## src/rtl/btn_repeat.sv

```systemverilog
// btn_repeat: push-button front end producing single-cycle step strobes.
//   Synchronises and debounces one raw button, flags debounced press/release
//   edges, and (optionally) generates auto-repeat pulses while the button is
//   held: first repeat HOLD_TICKS sample ticks after the press, then one every
//   REPEAT_TICKS sample ticks.
//
// Build option:
//   BTN_AUTOREPEAT_EN  defined   -> hold/repeat FSM built, REPT/HELD active
//                      undefined -> no FSM; REPT = HELD = 0, PULSE = PRESS
//
// Ports:
//   CLK      in   system clock, all logic on the rising edge
//   RST      in   synchronous reset, active-high
//   BTNIN    in   raw asynchronous button, 1 = pressed
//   LEVEL    out  debounced button level
//   PRESS    out  one-cycle pulse in the first cycle of a debounced press
//   RELEASE  out  one-cycle pulse in the first cycle of a debounced release
//   REPT     out  one-cycle auto-repeat pulse (only on sample-tick cycles)
//   PULSE    out  PRESS | REPT, step strobe for counters
//   HELD     out  high while the FSM is in the REPEAT state
module btn_repeat #(
  parameter int unsigned SAMPLE_DIV   = 125000,
  parameter int unsigned DEBOUNCE_N   = 16,
  parameter int unsigned HOLD_TICKS   = 500,
  parameter int unsigned REPEAT_TICKS = 100
) (
  input  logic CLK,
  input  logic RST,
  input  logic BTNIN,
  output logic LEVEL,
  output logic PRESS,
  output logic RELEASE,
  output logic REPT,
  output logic PULSE,
  output logic HELD
);

  localparam int unsigned DIV_W  = $clog2(SAMPLE_DIV);
  localparam int unsigned STAB_W = $clog2(DEBOUNCE_N + 1);

  // Reject unusable configurations at elaboration time.
  if (SAMPLE_DIV < 2 || DEBOUNCE_N == 0 || HOLD_TICKS == 0 || REPEAT_TICKS == 0) begin : g_bad_cfg
    $error("btn_repeat: invalid parameter set");
  end

  // Two-flop synchroniser; only sync is seen by the debouncer.
  logic sync_meta;
  logic sync;

  always_ff @(posedge CLK) begin
    if (RST) begin
      sync_meta <= 1'b0;
      sync      <= 1'b0;
    end else begin
      sync_meta <= BTNIN;
      sync      <= sync_meta;
    end
  end

  // Free-running sample prescaler; tick marks the last count of each period.
  logic [DIV_W-1:0] div_cnt;
  logic             tick;

  assign tick = (div_cnt == DIV_W'(SAMPLE_DIV - 1));

  always_ff @(posedge CLK) begin
    if (RST) begin
      div_cnt <= '0;
    end else if (tick) begin
      div_cnt <= '0;
    end else begin
      div_cnt <= div_cnt + DIV_W'(1);
    end
  end

  // Debounce: LEVEL follows sync only after DEBOUNCE_N consecutive differing ticks.
  logic              level_r;
  logic              level_q;
  logic [STAB_W-1:0] stab;

  always_ff @(posedge CLK) begin
    if (RST) begin
      level_r <= 1'b0;
      level_q <= 1'b0;
      stab    <= '0;
    end else begin
      level_q <= level_r;
      if (tick) begin
        if (sync != level_r) begin
          // stab holds the count of differing ticks already seen
          if (stab == STAB_W'(DEBOUNCE_N - 1)) begin
            level_r <= sync;
            stab    <= '0;
          end else begin
            stab <= stab + STAB_W'(1);
          end
        end else begin
          stab <= '0;
        end
      end
    end
  end

  assign LEVEL   = level_r;
  assign PRESS   = level_r & ~level_q;
  assign RELEASE = ~level_r & level_q;

`ifdef BTN_AUTOREPEAT_EN
  localparam int unsigned RC_MAX = (HOLD_TICKS > REPEAT_TICKS) ? HOLD_TICKS : REPEAT_TICKS;
  localparam int unsigned RC_W   = $clog2(RC_MAX + 1);

  typedef enum logic [1:0] {
    IDLE   = 2'd0,
    HOLD   = 2'd1,
    REPEAT = 2'd2
  } state_t;

  state_t          state;
  logic [RC_W-1:0] rc;
  logic            rept_hit;

  // Repeat fires on the tick that completes the current interval; gating on
  // LEVEL lets a release win over a coincident repeat.
  always_comb begin
    rept_hit = 1'b0;
    if (tick && level_r) begin
      case (state)
        HOLD:    rept_hit = (rc == RC_W'(HOLD_TICKS - 1));
        REPEAT:  rept_hit = (rc == RC_W'(REPEAT_TICKS - 1));
        default: rept_hit = 1'b0;
      endcase
    end
  end

  // Hold/repeat state machine; rc counts sample ticks within the interval.
  always_ff @(posedge CLK) begin
    if (RST) begin
      state <= IDLE;
      rc    <= '0;
    end else if (!level_r) begin
      state <= IDLE;
      rc    <= '0;
    end else begin
      case (state)
        IDLE: begin
          if (PRESS) begin
            state <= HOLD;
            rc    <= '0;
          end
        end
        HOLD: begin
          if (tick) begin
            if (rept_hit) begin
              state <= REPEAT;
              rc    <= '0;
            end else begin
              rc <= rc + RC_W'(1);
            end
          end
        end
        REPEAT: begin
          if (tick) begin
            if (rept_hit) begin
              rc <= '0;
            end else begin
              rc <= rc + RC_W'(1);
            end
          end
        end
        default: begin
          state <= IDLE;
          rc    <= '0;
        end
      endcase
    end
  end

  assign REPT  = rept_hit;
  assign HELD  = (state == REPEAT);
  assign PULSE = PRESS | rept_hit;
`else
  assign REPT  = 1'b0;
  assign HELD  = 1'b0;
  assign PULSE = PRESS;
`endif

endmodule

```

## config.mk

```make
export PLATFORM = sky130hd
export DESIGN_NAME = btn_repeat
export DESIGN_NICKNAME = d
export VERILOG_FILES = /design/src/rtl/btn_repeat.sv
export SDC_FILE = /design/constraint.sdc
export NUM_CORES = 1
export LEC_CHECK = 0
export CORE_MARGIN = 4
export CORE_UTILIZATION = 57
export CTS_BUF_LIST = sky130_fd_sc_hd__clkbuf_8 sky130_fd_sc_hd__clkbuf_16
export DETAILED_ROUTE_END_ITERATION = 12
export PLACE_DENSITY = 0.86
export SYNTH_ARGS = -nofsm -noshare
export SYNTH_HDL_FRONTEND = slang
export SYNTH_SLANG_ARGS = --single-unit
```

## constraint.sdc

```tcl
create_clock -name CLK -period 3.64 [get_ports CLK]
set_input_delay 0.728 -clock CLK [delete_from_list [all_inputs] [get_ports CLK]]
set_output_delay 0.728 -clock CLK [all_outputs]
set_load 0.01 [all_outputs]
```

# Word-level counts from Yosys, hierarchy flattened
# Index checks and enable logic that the tools add are counted.
dict set report word_totals {
  wordCells 19
  register_bits 26
  inputBits 3
  output_inout_bits 6
}
dict set report op_classes {
  bitwise 4
  add_sub_neg 2
  reduce_logical 2
  mux 2
  eq_ne 3
}
# op n
set op_table {}
lappend op_table {{adder 17 x 1 -> 17 bit, second input constant} 1}
lappend op_table {{equality test 17 bit, second input constant} 1}
lappend op_table {{2-to-1 mux 5 bit} 2}
lappend op_table {{adder 5 x 1 -> 5 bit, second input constant} 1}
lappend op_table {{equality test 5 x 4 -> 1 bit, second input constant} 1}
lappend op_table {{AND reduction 3 bit} 1}
lappend op_table {{bitwise AND 1 bit} 2}
lappend op_table {{inverter 1 bit} 2}
lappend op_table {{OR reduction 2 bit} 1}
lappend op_table {{!= test 1 bit} 1}

# Longest topological paths before layout
dict set report depth {
  word_depth 3
  mapped_depth 7
  depth_no_buf 5
}

# Worst setup path after synthesis
# Ideal clock, no wire load.
dict set report synth_path {
  path_kind {flip-flop to flip-flop}
  startpoint {register div_cnt[9]}
  endpoint {register stab[0]}
  period_less_slack_ns 2.026
  n_path_buf 1
  path_slack_ns 1.614
  t_arrival_ns 1.956
  setup_time_ns 0.070
  required_time_ns 3.570
  path_stages_with_launch 6
  cell_sequence {dfxtp_1 -> or4b_1 -> or3_4 -> buf_6 -> or4_1 -> a21oi_1}
}
dict set report synth_via {
  elab_chain_cells 1
}
# element line
set synth_rtl {}
lappend synth_rtl {{start: declaration} 61} ;# logic [DIV_W-1:0] div_cnt;
lappend synth_rtl {{start signal: assignment} 72} ;# div_cnt <= div_cnt + DIV_W'(1);
lappend synth_rtl {{equality test 17 bit} 64} ;# assign tick = (div_cnt == DIV_W'(SAMPLE_DIV - 1));
lappend synth_rtl {{end signal: assignment} 95} ;# stab <= stab + STAB_W'(1);
lappend synth_rtl {{end: declaration} 79} ;# logic [STAB_W-1:0] stab;
# No other way between the ends.
# A chain may end at the register's enable or synchronous reset.

# Worst setup path after layout
dict set report layout_path {
  startpoint {register level_r, in the netlist LEVEL}
  endpoint {output port PRESS}
}
dict set report layout_via {
  elab_chain_cells 1
}
# element line
set layout_rtl {}
lappend layout_rtl {{start: declaration} 77} ;# logic level_r;
lappend layout_rtl {{start signal: assignment} 92} ;# level_r <= sync;
lappend layout_rtl {{bitwise AND 1 bit} 105} ;# assign PRESS = level_r & ~level_q;
lappend layout_rtl {{end: declaration} 31} ;# output logic PRESS,
# No other way between the ends.

==> run summary <==
die width = 53.9 um
total CTS buffers = 3
top post-synthesis cells by area = dfxtp_1, xnor2_1, nor2_1, nor4_1, a21oi_1
Slew @ Worst Pin = 0.656 ns
worst r2r src = div_cnt[9]
Cell variety after synth = 34
Clk network pwr share = 37.2%
fin. max-slew vios = 0
Non-Filler Instances = 166
overall routed net length = 2.11 mm
GR Overflow Total = 0
Combinational Power Share = 3.3%
top layer in use = met4
Max Cap Viol = 0
status = finished clean
Sw Ratio = 19.9%
DRC Markers = 0
Max FO, Critical Path = 6
GPL Wtd Cong = 0.802
final-report hold violation count = 0
Cells after Synth = 135
Hold Buf Count CTS = 0
Sequential Power Share = 59.6%
share of post-route cells with drive strength above 1 = 5.76%
detailed placer's ending HPWL = 1.55 mm
async set-reset flop share out of synthesis = 0%
total length of routed met2 wires = 1.08 mm
Int Pwr = 0.000391 W
worst hold start = sync_meta
row count = 16
post-synth top area cell = dfxtp_1
Synth Flop Type = dfxtp_1
reg-to-reg slack, setup = 1.49 ns
mapped cell area = 1200 um2
hold crit path type = register to register
final setup fails = 0
die area = 2900 um2
Yosys reg bits = 26
global-route wire length before repair = 3.80 mm
R2R depth = 4
total power = 0.000488 W
FMAX = 0.462 GHz
Hold Path End = sync
CTS root buffer = clkbuf_8
crit path kind = register to output pin
most common cell in the synthesized netlist = dfxtp_1
Worst setup SP type = register
Avg Synthesized Cell Area = 8.88 um2
Post-synth EDFFs = 0
Req. time, crit path = 2.91 ns
P&R area growth vs syn = 8.87%
met3 WL = 63 um
worst vdd ir = 0.329 mV
ant diodes = 0
register area share after synthesis = 43.4%
vias in the first global route = 865
pwr/cell area = 374 nW/um2
Avg WL per Cell = 12.7 um
Reg clk slew, reported paths = 0.08 ns
placed cells = 162
H-tree Lvls = 1
fin nets = 145
vias = 926
final setup TNS = 0 ns
CP arrival = 1.44 ns
largest net degree at the start of global routing = 18
RSZ-0062 raised after global routing = false
Synth top area share = 43.4%
Die Span Y = 53.9 um
first-pass detailed-route iteration total = 4
fin crit share = 59.5%
leak pwr = 0.405 nW
Ys Warns = 0
Starting Density = 60.5%
via/cell ratio = 5.58
post_cts resized = 0
CP Capture Type = output pin
fin crit period = 2.16 ns
Psw = 0.0000969 W
Worst slew margin = 56.3%
Commonest cells post-synth = dfxtp_1, nor2_1, xnor2_1
worst reg2reg path endpoint = div_cnt[8]
TritonCTS clock tree = yes
met1 WL = 919 um
CTS max path bufs = 2
worst skew pair latency = 0.27 ns
Layout Skew = 0.00192 ns
Antenna Nets Post-Route = 0
hold depth = 1
I/O Buffers = 6
Place WS = 1.50 ns
total global routing track utilization = 18.0%
initial antenna violation count = 0
core area = 1980 um2
final setup margin = 1.48 ns
postcts setup bufs = 0
I/O pins = 9
first-iteration detailed-routing DRC count = 11
clk sinks = 26
==> how the worst max path moves through the flow <==
stage                     cells past startpoint        from  slack, ns     endpoint
final                                         2       LEVEL       1.48        PRESS
after global routing                          4  div_cnt[9]       1.34  div_cnt[11]
after CTS                                     2       LEVEL       1.46        PRESS
after detailed placement                      4  div_cnt[9]       1.50   div_cnt[8]
after global placement                        4  div_cnt[9]       1.57   div_cnt[2]
after floorplan                               5  div_cnt[9]       1.61      stab[0]
==> kinds of logic (layout without fill, tap and decap cells) <==
group,count (synthesis),after routing,synth area share [%]
other cells,1,2,0.313
simple gates,63,63,29.7
flops,26,26,43.4
xor+xnor,14,14,10.2
compound gates,17,17,8.77
buf+inv,12,15,5.43
fa+ha+maj,2,2,2.09
==> flip-flops by register name, summed over array words and instances (netlist names) <==
signal,cells
LEVEL,1
sync_meta,1
stab,5
level_q,1
sync,1
div_cnt,17
==> cells in the final DEF (no fill, tap or decap) <==
cell type | Yosys | layout
o21ai_0 | 4 | 4
nor3_1 | 3 | 3
nor4_1 | 6 | 6
a31oi_1 | 1 | 1
clkbuf_8 | 0 | 4
or3_4 | 1 | 1
clkdlybuf4s50_1 | 0 | 6
nand4_1 | 3 | 3
or3_1 | 2 | 2
or2_2 | 2 | 2
nor2_1 | 18 | 18
o21bai_2 | 1 | 1
nand3b_1 | 1 | 1
nand3_1 | 7 | 7
nor3b_1 | 1 | 1
and4b_1 | 1 | 1
nand4b_1 | 1 | 1
inv_1 | 5 | 5
ha_1 | 2 | 2
conb_1 | 1 | 2
a21oi_1 | 7 | 7
o31ai_1 | 2 | 2
xor2_1 | 3 | 3
dfxtp_1 | 26 | 26
a311oi_1 | 1 | 1
or4b_1 | 3 | 3
o41ai_1 | 1 | 1
nand2b_1 | 1 | 1
xnor2_1 | 11 | 11
nand2_1 | 4 | 4
or4_1 | 4 | 4
nor2b_1 | 5 | 5
==> per-stage QoR <==
stage	hold WS, ns	util [%]	cell area (um2)
6_report	0.454	65.8	1310
5_1_grt	0.477	65.8	1310
4_1_cts	0.460	65.8	1310
3_5_place_dp	0.434	63.1	1250
3_3_place_gp	0.426	63.1	1250
2_1_floorplan	0.414	-	1200
==> final cells by class <==
type                       count  area (um2)
fill                         172         677
tap                           27        33.8
inverter                       5        18.8
sequential                    26         520
multi-input combinational     98         617
timing repair buffer           6        60.1
clock buffer                   4        55.1
==> power by group through the flow <==
stage | clock network (W) | registers, W | logic [W]
after floorplan | 0 | 0.000297 | 0.0000136
after global routing | 0.000202 | 0.000292 | 0.0000180
after detailed placement | 0 | 0.000297 | 0.0000160
final | 0.000181 | 0.000291 | 0.0000159
after CTS | 0.000185 | 0.000291 | 0.0000161
after global placement | 0 | 0.000297 | 0.0000150
==> per-layer routing <==
metal | GRT usage (%) | up-vias
met3 | 3.32 | 5
li1 | - | 484
met1 | 19.8 | 423
met4 | 8.94 | 0
met5 | 0 | -
met2 | 32.5 | 14
==> critical path, stage by stage (launching register included) <==
cell	delay (ns)
dfxtp_1	0.43
nor2b_1	0.19
clkdlybuf4s50_1	0.55
(Power assumes the default switching activity.)
